**config.mk**
```make
export PLATFORM = sky130hd
export DESIGN_NAME = cpu_mem_loader
export DESIGN_NICKNAME = d
export VERILOG_FILES = /design/src/rtl/cpu_mem_loader.sv
export SDC_FILE = /design/constraint.sdc
export NUM_CORES = 1
export LEC_CHECK = 0
export CAP_MARGIN = 40
export CORE_UTILIZATION = 30
export CTS_CLUSTER_DIAMETER = 120
export DETAILED_ROUTE_END_ITERATION = 7
export PLACE_DENSITY = 0.58
export REMOVE_ABC_BUFFERS = 1
export SLEW_MARGIN = 20
export SYNTH_ARGS = -nofsm -noshare
export SYNTH_HDL_FRONTEND = slang
export SYNTH_SLANG_ARGS = --single-unit
export TNS_END_PERCENT = 100
```
**constraint.sdc**
```tcl
create_clock -name clk -period 5.8 [get_ports clk]
set_input_delay 1.74 -clock clk [delete_from_list [all_inputs] [get_ports clk]]
set_output_delay 1.74 -clock clk [all_outputs]
set_load 0.01 [all_outputs]
```
**src/rtl/cpu_mem_loader.sv**
```systemverilog
// cpu_mem_loader: host-side writer for the CPU data memory.
//   Accepts a stream of DATA_W-bit words and writes them to sequential
//   addresses starting at 0. It stops after s_last or after DEPTH words.
//   It then releases the CPU (cpu_run) and counts cycles until the CPU
//   completion flag rises. On that edge it reports done.
// Optional feature: LOADER_TIMEOUT_EN enables a run watchdog. It aborts the
//   run after TIMEOUT_CYCLES cycles and raises the sticky timeout output.
// Ports:
//   clk, rst                  clock, asynchronous active-high reset
//   start, cfg_cnt            start pulse (IDLE/DONE only) and op count to latch
//   s_valid/s_data/s_last     input word stream; s_ready is high in LOAD only
//   mem_wr_en/addr/data       registered memory write port (1-cycle latency)
//   cpu_run, cnt_out          CPU release (rst_n_cpu) and latched op count
//   cpu_flag                  CPU operation-finished flag
//   busy, done, ovf           status: LOAD/RUN, run finished, image overflowed
//   run_cycles                cycles from cpu_run rise to flag edge (saturating)
//   timeout                   watchdog expired (0 unless LOADER_TIMEOUT_EN)
module cpu_mem_loader #(
    parameter int unsigned ADDR_W         = 5,
    parameter int unsigned DATA_W         = 4,
    parameter int unsigned DEPTH          = 32,
    parameter int unsigned CNT_W          = 5,
    parameter int unsigned TIMEOUT_CYCLES = 50000
) (
    input  logic              clk,
    input  logic              rst,
    input  logic              start,
    input  logic [CNT_W-1:0]  cfg_cnt,
    input  logic              s_valid,
    input  logic [DATA_W-1:0] s_data,
    input  logic              s_last,
    output logic              s_ready,
    output logic              mem_wr_en,
    output logic [ADDR_W-1:0] mem_wr_addr,
    output logic [DATA_W-1:0] mem_wr_data,
    output logic              cpu_run,
    output logic [CNT_W-1:0]  cnt_out,
    input  logic              cpu_flag,
    output logic              busy,
    output logic              done,
    output logic              ovf,
    output logic [15:0]       run_cycles,
    output logic              timeout
);

    localparam int unsigned RUN_W = 16;
    localparam logic [ADDR_W-1:0] LAST_ADDR = ADDR_W'(DEPTH - 1);
    localparam logic [RUN_W-1:0]  RUN_MAX   = {RUN_W{1'b1}};

    typedef enum logic [1:0] {
        ST_IDLE = 2'd0,
        ST_LOAD = 2'd1,
        ST_RUN  = 2'd2,
        ST_DONE = 2'd3
    } state_t;

    state_t              state_q, state_d;
    logic [ADDR_W-1:0]   addr_q, addr_d;
    logic                wr_en_q, wr_en_d;
    logic [ADDR_W-1:0]   wr_addr_q, wr_addr_d;
    logic [DATA_W-1:0]   wr_data_q, wr_data_d;
    logic                cpu_run_q, cpu_run_d;
    logic [CNT_W-1:0]    cnt_q, cnt_d;
    logic                done_q, done_d;
    logic                ovf_q, ovf_d;
    logic [RUN_W-1:0]    run_cycles_q, run_cycles_d;
    logic                timeout_q, timeout_d;
    logic                flag_q, flag_d;
    logic                flag_rise;

    // cpu_flag is sampled every cycle. This flop therefore already holds the
    // flag value from the last LOAD cycle when RUN starts, so a flag that is
    // high at RUN entry does not count as an edge.
    assign flag_rise = cpu_flag & ~flag_q;

    // State and datapath registers
    always_ff @(posedge clk or posedge rst) begin
        if (rst) begin
            state_q      <= ST_IDLE;
            addr_q       <= '0;
            wr_en_q      <= 1'b0;
            wr_addr_q    <= '0;
            wr_data_q    <= '0;
            cpu_run_q    <= 1'b0;
            cnt_q        <= '0;
            done_q       <= 1'b0;
            ovf_q        <= 1'b0;
            run_cycles_q <= '0;
            timeout_q    <= 1'b0;
            flag_q       <= 1'b0;
        end else begin
            state_q      <= state_d;
            addr_q       <= addr_d;
            wr_en_q      <= wr_en_d;
            wr_addr_q    <= wr_addr_d;
            wr_data_q    <= wr_data_d;
            cpu_run_q    <= cpu_run_d;
            cnt_q        <= cnt_d;
            done_q       <= done_d;
            ovf_q        <= ovf_d;
            run_cycles_q <= run_cycles_d;
            timeout_q    <= timeout_d;
            flag_q       <= flag_d;
        end
    end

    // Next-state and output logic
    always_comb begin
        state_d      = state_q;
        addr_d       = addr_q;
        wr_en_d      = 1'b0;
        wr_addr_d    = wr_addr_q;
        wr_data_d    = wr_data_q;
        cpu_run_d    = cpu_run_q;
        cnt_d        = cnt_q;
        done_d       = done_q;
        ovf_d        = ovf_q;
        run_cycles_d = run_cycles_q;
        timeout_d    = timeout_q;
        flag_d       = cpu_flag;

        case (state_q)
            ST_IDLE, ST_DONE: begin
                if (start) begin
                    cnt_d        = cfg_cnt;
                    addr_d       = '0;
                    done_d       = 1'b0;
                    ovf_d        = 1'b0;
                    timeout_d    = 1'b0;
                    run_cycles_d = '0;
                    cpu_run_d    = 1'b0;
                    state_d      = ST_LOAD;
                end
            end
            ST_LOAD: begin
                if (s_valid) begin
                    wr_en_d   = 1'b1;
                    wr_addr_d = addr_q;
                    wr_data_d = s_data;
                    addr_d    = addr_q + 1'b1;
                    // The CPU is released together with the final strobe, so
                    // the last write lands before the CPU leaves reset.
                    if (s_last || (addr_q == LAST_ADDR)) begin
                        if (!s_last) begin
                            ovf_d = 1'b1;
                        end
                        cpu_run_d = 1'b1;
                        state_d   = ST_RUN;
                    end
                end
            end
            ST_RUN: begin
                if (flag_rise) begin
                    done_d  = 1'b1;
                    state_d = ST_DONE;
                end else begin
                    if (run_cycles_q != RUN_MAX) begin
                        run_cycles_d = run_cycles_q + 1'b1;
                    end
`ifdef LOADER_TIMEOUT_EN
                    if (32'(run_cycles_d) >= 32'(TIMEOUT_CYCLES)) begin
                        timeout_d = 1'b1;
                        cpu_run_d = 1'b0;
                        done_d    = 1'b0;
                        state_d   = ST_IDLE;
                    end
`endif
                end
            end
            default: state_d = ST_IDLE;
        endcase
    end

`ifndef LOADER_TIMEOUT_EN
    logic unused_timeout_cycles;
    assign unused_timeout_cycles = ^32'(TIMEOUT_CYCLES);
`endif

    assign s_ready     = (state_q == ST_LOAD);
    assign busy        = (state_q == ST_LOAD) || (state_q == ST_RUN);
    assign mem_wr_en   = wr_en_q;
    assign mem_wr_addr = wr_addr_q;
    assign mem_wr_data = wr_data_q;
    assign cpu_run     = cpu_run_q;
    assign cnt_out     = cnt_q;
    assign done        = done_q;
    assign ovf         = ovf_q;
    assign run_cycles  = run_cycles_q;
    assign timeout     = timeout_q;

endmodule

```
==> impl_results.md <==
- Status: complete, no violations
- DIE WIDTH: 87.7 um
- CP Data Required Time: 4.06 ns
- Via count: 1891
- Final cell count without fillers: 370
- Fmax: 275 MHz
- Starting density of the core: 31.7%
- Synth async-reset ratio: 100%
- Critical-path cell list: inv_1, ha_1, inv_1, clkdlybuf4s50_1
- Skew final: 0.00394 ns
- H-Tree Depth: 2
- FF+latch count, synth: 42
- DRT Wirelength: 5210 um
- CTS Buf Count: 5
- First-pass GRT wire length: 8580 um
- Drt pass-1 iters: 4
- Std cell rows: 30
- Mapped cell area: 2200 sq um
- Slew Viols, Final: 0
- TritonCTS clock tree: done
- YS warnings: 0
- Post-synthesis cell count: 223
- Post-synthesis sequential area ratio: 47.7%
- Antenna Nets Post-Route: 0
- Total power density per cell area: 391 nW/um^2
- Rel. slew slack: 63.9%
- CP arrival: 1.90 ns
- Antenna Diode Count: 0
- Gr usage total: 14.3%
- Grt peak-use layer: met2
- Final Critical Period: 3.64 ns
- Max cap viols: 0
- Final worst slack: 2.16 ns
- DR DRC count: 0
- Met2 usage: 21.4%
- Final hold vios: 0
- Synth cell types: 44
- Worst path most repeated cell: inv_1
- Final setup fails: 0
- Post-synth EDFFs: 0
- Sequential standard cell area: 1050 sq um
- Worst VDD drop: 182 uV
- Cells after DPL: 361
- GR Util met3: 2.64%
- Critical path type: reg -> out
- Period utilization: 62.7%
- Clk buf depth: 2
- Multi-input logic area: 1060 sq um
- Die ar.: 7700 sq um
- Slew @ Worst Pin: 0.541 ns
- Post-CTS Setup Repair Bufs: 0
- Nets@finish: 294
- Vias in the first global route: 1718
- Buffers added on ports: 50
- Critical path startpoint category: flip-flop
- Crit. End Element: output pin
- GR Util met1: 20.5%
- RSZ-0062 raised after global routing: no
- Die Span Y: 87.7 um
- DP HPWL: 3670 um
- Hold/Removal Path Class: reg -> reg
- Fillers: 694
- Insertion delay to the later sink of the worst-skew pair: 0.29 ns
- Crit-path max FO: 11
- Fin util: 41.7%
- Setup TNS: 0 ns
- Gpl congestion: 0.824
- Yosys top cell area share: 47.7%
- Initial antenna violation count: 0
- Slowest-stage cell, CP: clkdlybuf4s50_1
- Cts hold-fix bufs: 0
- DR iter-0 viols: 111
- Synth Flop Type: dfrtp_1
- Clock root cell: clkbuf_8
- Pre-CTS WS: 2.03 ns
- Synth top area cells: dfrtp_1 48%, mux2_2 6.1%, nand2_1 3.9%
- Remaining global-route overflow: 0
- Leakage: 1.25 nW
- Vias/cell: 5.11
- Core area: 6940 sq um
- Largest net degree at the start of global routing: 43
- CTS clock-pin slew for the worst setup and hold paths: 0.08 ns
- Max incr delay on CP: 0.55 ns
- CP top delay family: buffers and inverters
- Post_cts resized: 0
- CP bufs+invs: 3
- Post-synthesis average cell area: 9.89 sq um
- Area Growth Syn to Fin: 31.4%
- Ports: 52
- Total Power: 1.13 mW
- Cell type with the largest total area after synthesis: dfrtp_1
- Avg WL per Cell: 14.1 um
- Clk sinks: 42
- Share of layout cells above drive strength 1: 10.2%
==> synth_stat cells, drive strengths merged (6+ instances only) <==
cell,n
ha,6
nand4,8
a21oi,12
inv,14
nor2,8
o21ai,15
dfrtp,42
mux2,12
nand3,13
nand2,24
nand2b,10
mux2i,7
==> per-layer routing <==
layer,share of wire [%],vias up
met2,45,57
li1,-,912
met4,0.92,0
met1,49,918
met5,0,-
met3,4.9,4
==> final cells by class <==
cell class	count	area share, %
flip-flops and latches	42	36.3
repair buffers	52	18.1
well taps	96	4.15
multi-input cells	158	36.5
clock buffers	7	2.98
inverters	14	1.81
clock inverters	1	0.173
==> path summary, 6_finish.rpt <==
path	startpoint	to	slack, ns	depth (start not counted)
max reg2reg	state_q[0]	run_cycles[13]	3.53	7
max	state_q[0]	busy	2.16	4
max in group asynchronous	rst	run_cycles[6]	3.56	3
min	mem_wr_addr[0]	mem_wr_addr[0]	0.48	2
min reg2reg	mem_wr_addr[0]	mem_wr_addr[0]	0.48	2
min in group asynchronous	rst	cnt_out[4]	1.88	3
==> logic make-up (layout without fill, tap and decap cells) <==
kind of cell	after synthesis	in the layout	share of synthesized area, %
other cells	1	1	0.170
compound gates	50	50	15.2
buf+inv	23	74	4.31
flops	42	42	47.7
simple gates	82	82	20.0
mux	19	19	9.31
fa+ha+maj	6	6	3.41
==> flip-flops by register name, summed over array words and instances, names as in the netlist <==
name         count
cnt_out          5
flag_q           1
mem_wr_addr      5
mem_wr_en        1
cpu_run          1
mem_wr_data      4
ovf              1
done             1
run_cycles      16
addr_q           5
state_q          2
==> power by group <==
| part | switching (mW) | total, mW | internal, mW |
|---|---|---|---|
| logic | 0.276 | 0.519 | 0.243 |
| registers | 0.0494 | 0.416 | 0.366 |
| clock network | 0.102 | 0.198 | 0.0962 |
==> cell usage in the layout (no fill, tap or decap), drive strengths merged, types with 5 or more instances in the layout <==
cell type      Yosys  final
clkdlybuf4s50      0     50
dfrtp             42     42
nand2             24     24
o21ai             15     15
inv               14     14
nand3             13     13
mux2              12     12
a21oi             12     12
nand2b            10     10
nor2               8      8
nand4              8      8
mux2i              7      7
clkbuf             5      7
ha                 6      6
nor3               5      5
==> worst reg2reg max path: cells and delay by family, from the launching register on <==
family | cells | cell delay (ns)
compound gates | 2 | 0.64
fa+ha+maj | 1 | 0.53
buf+inv | 1 | 0.06
flops | 1 | 0.40
mux | 1 | 0.18
simple gates | 2 | 0.36
==> through the flow <==
step | hold WS [ns] | cell area [sq um]
6_report | 0.484 | 2900
4_1_cts | 0.492 | 2880
5_1_grt | 0.516 | 2900
3_3_place_gp | 0.463 | 2790
3_5_place_dp | 0.472 | 2790
2_1_floorplan | 0.515 | 2160
Power figures use the tool's default switching activity.
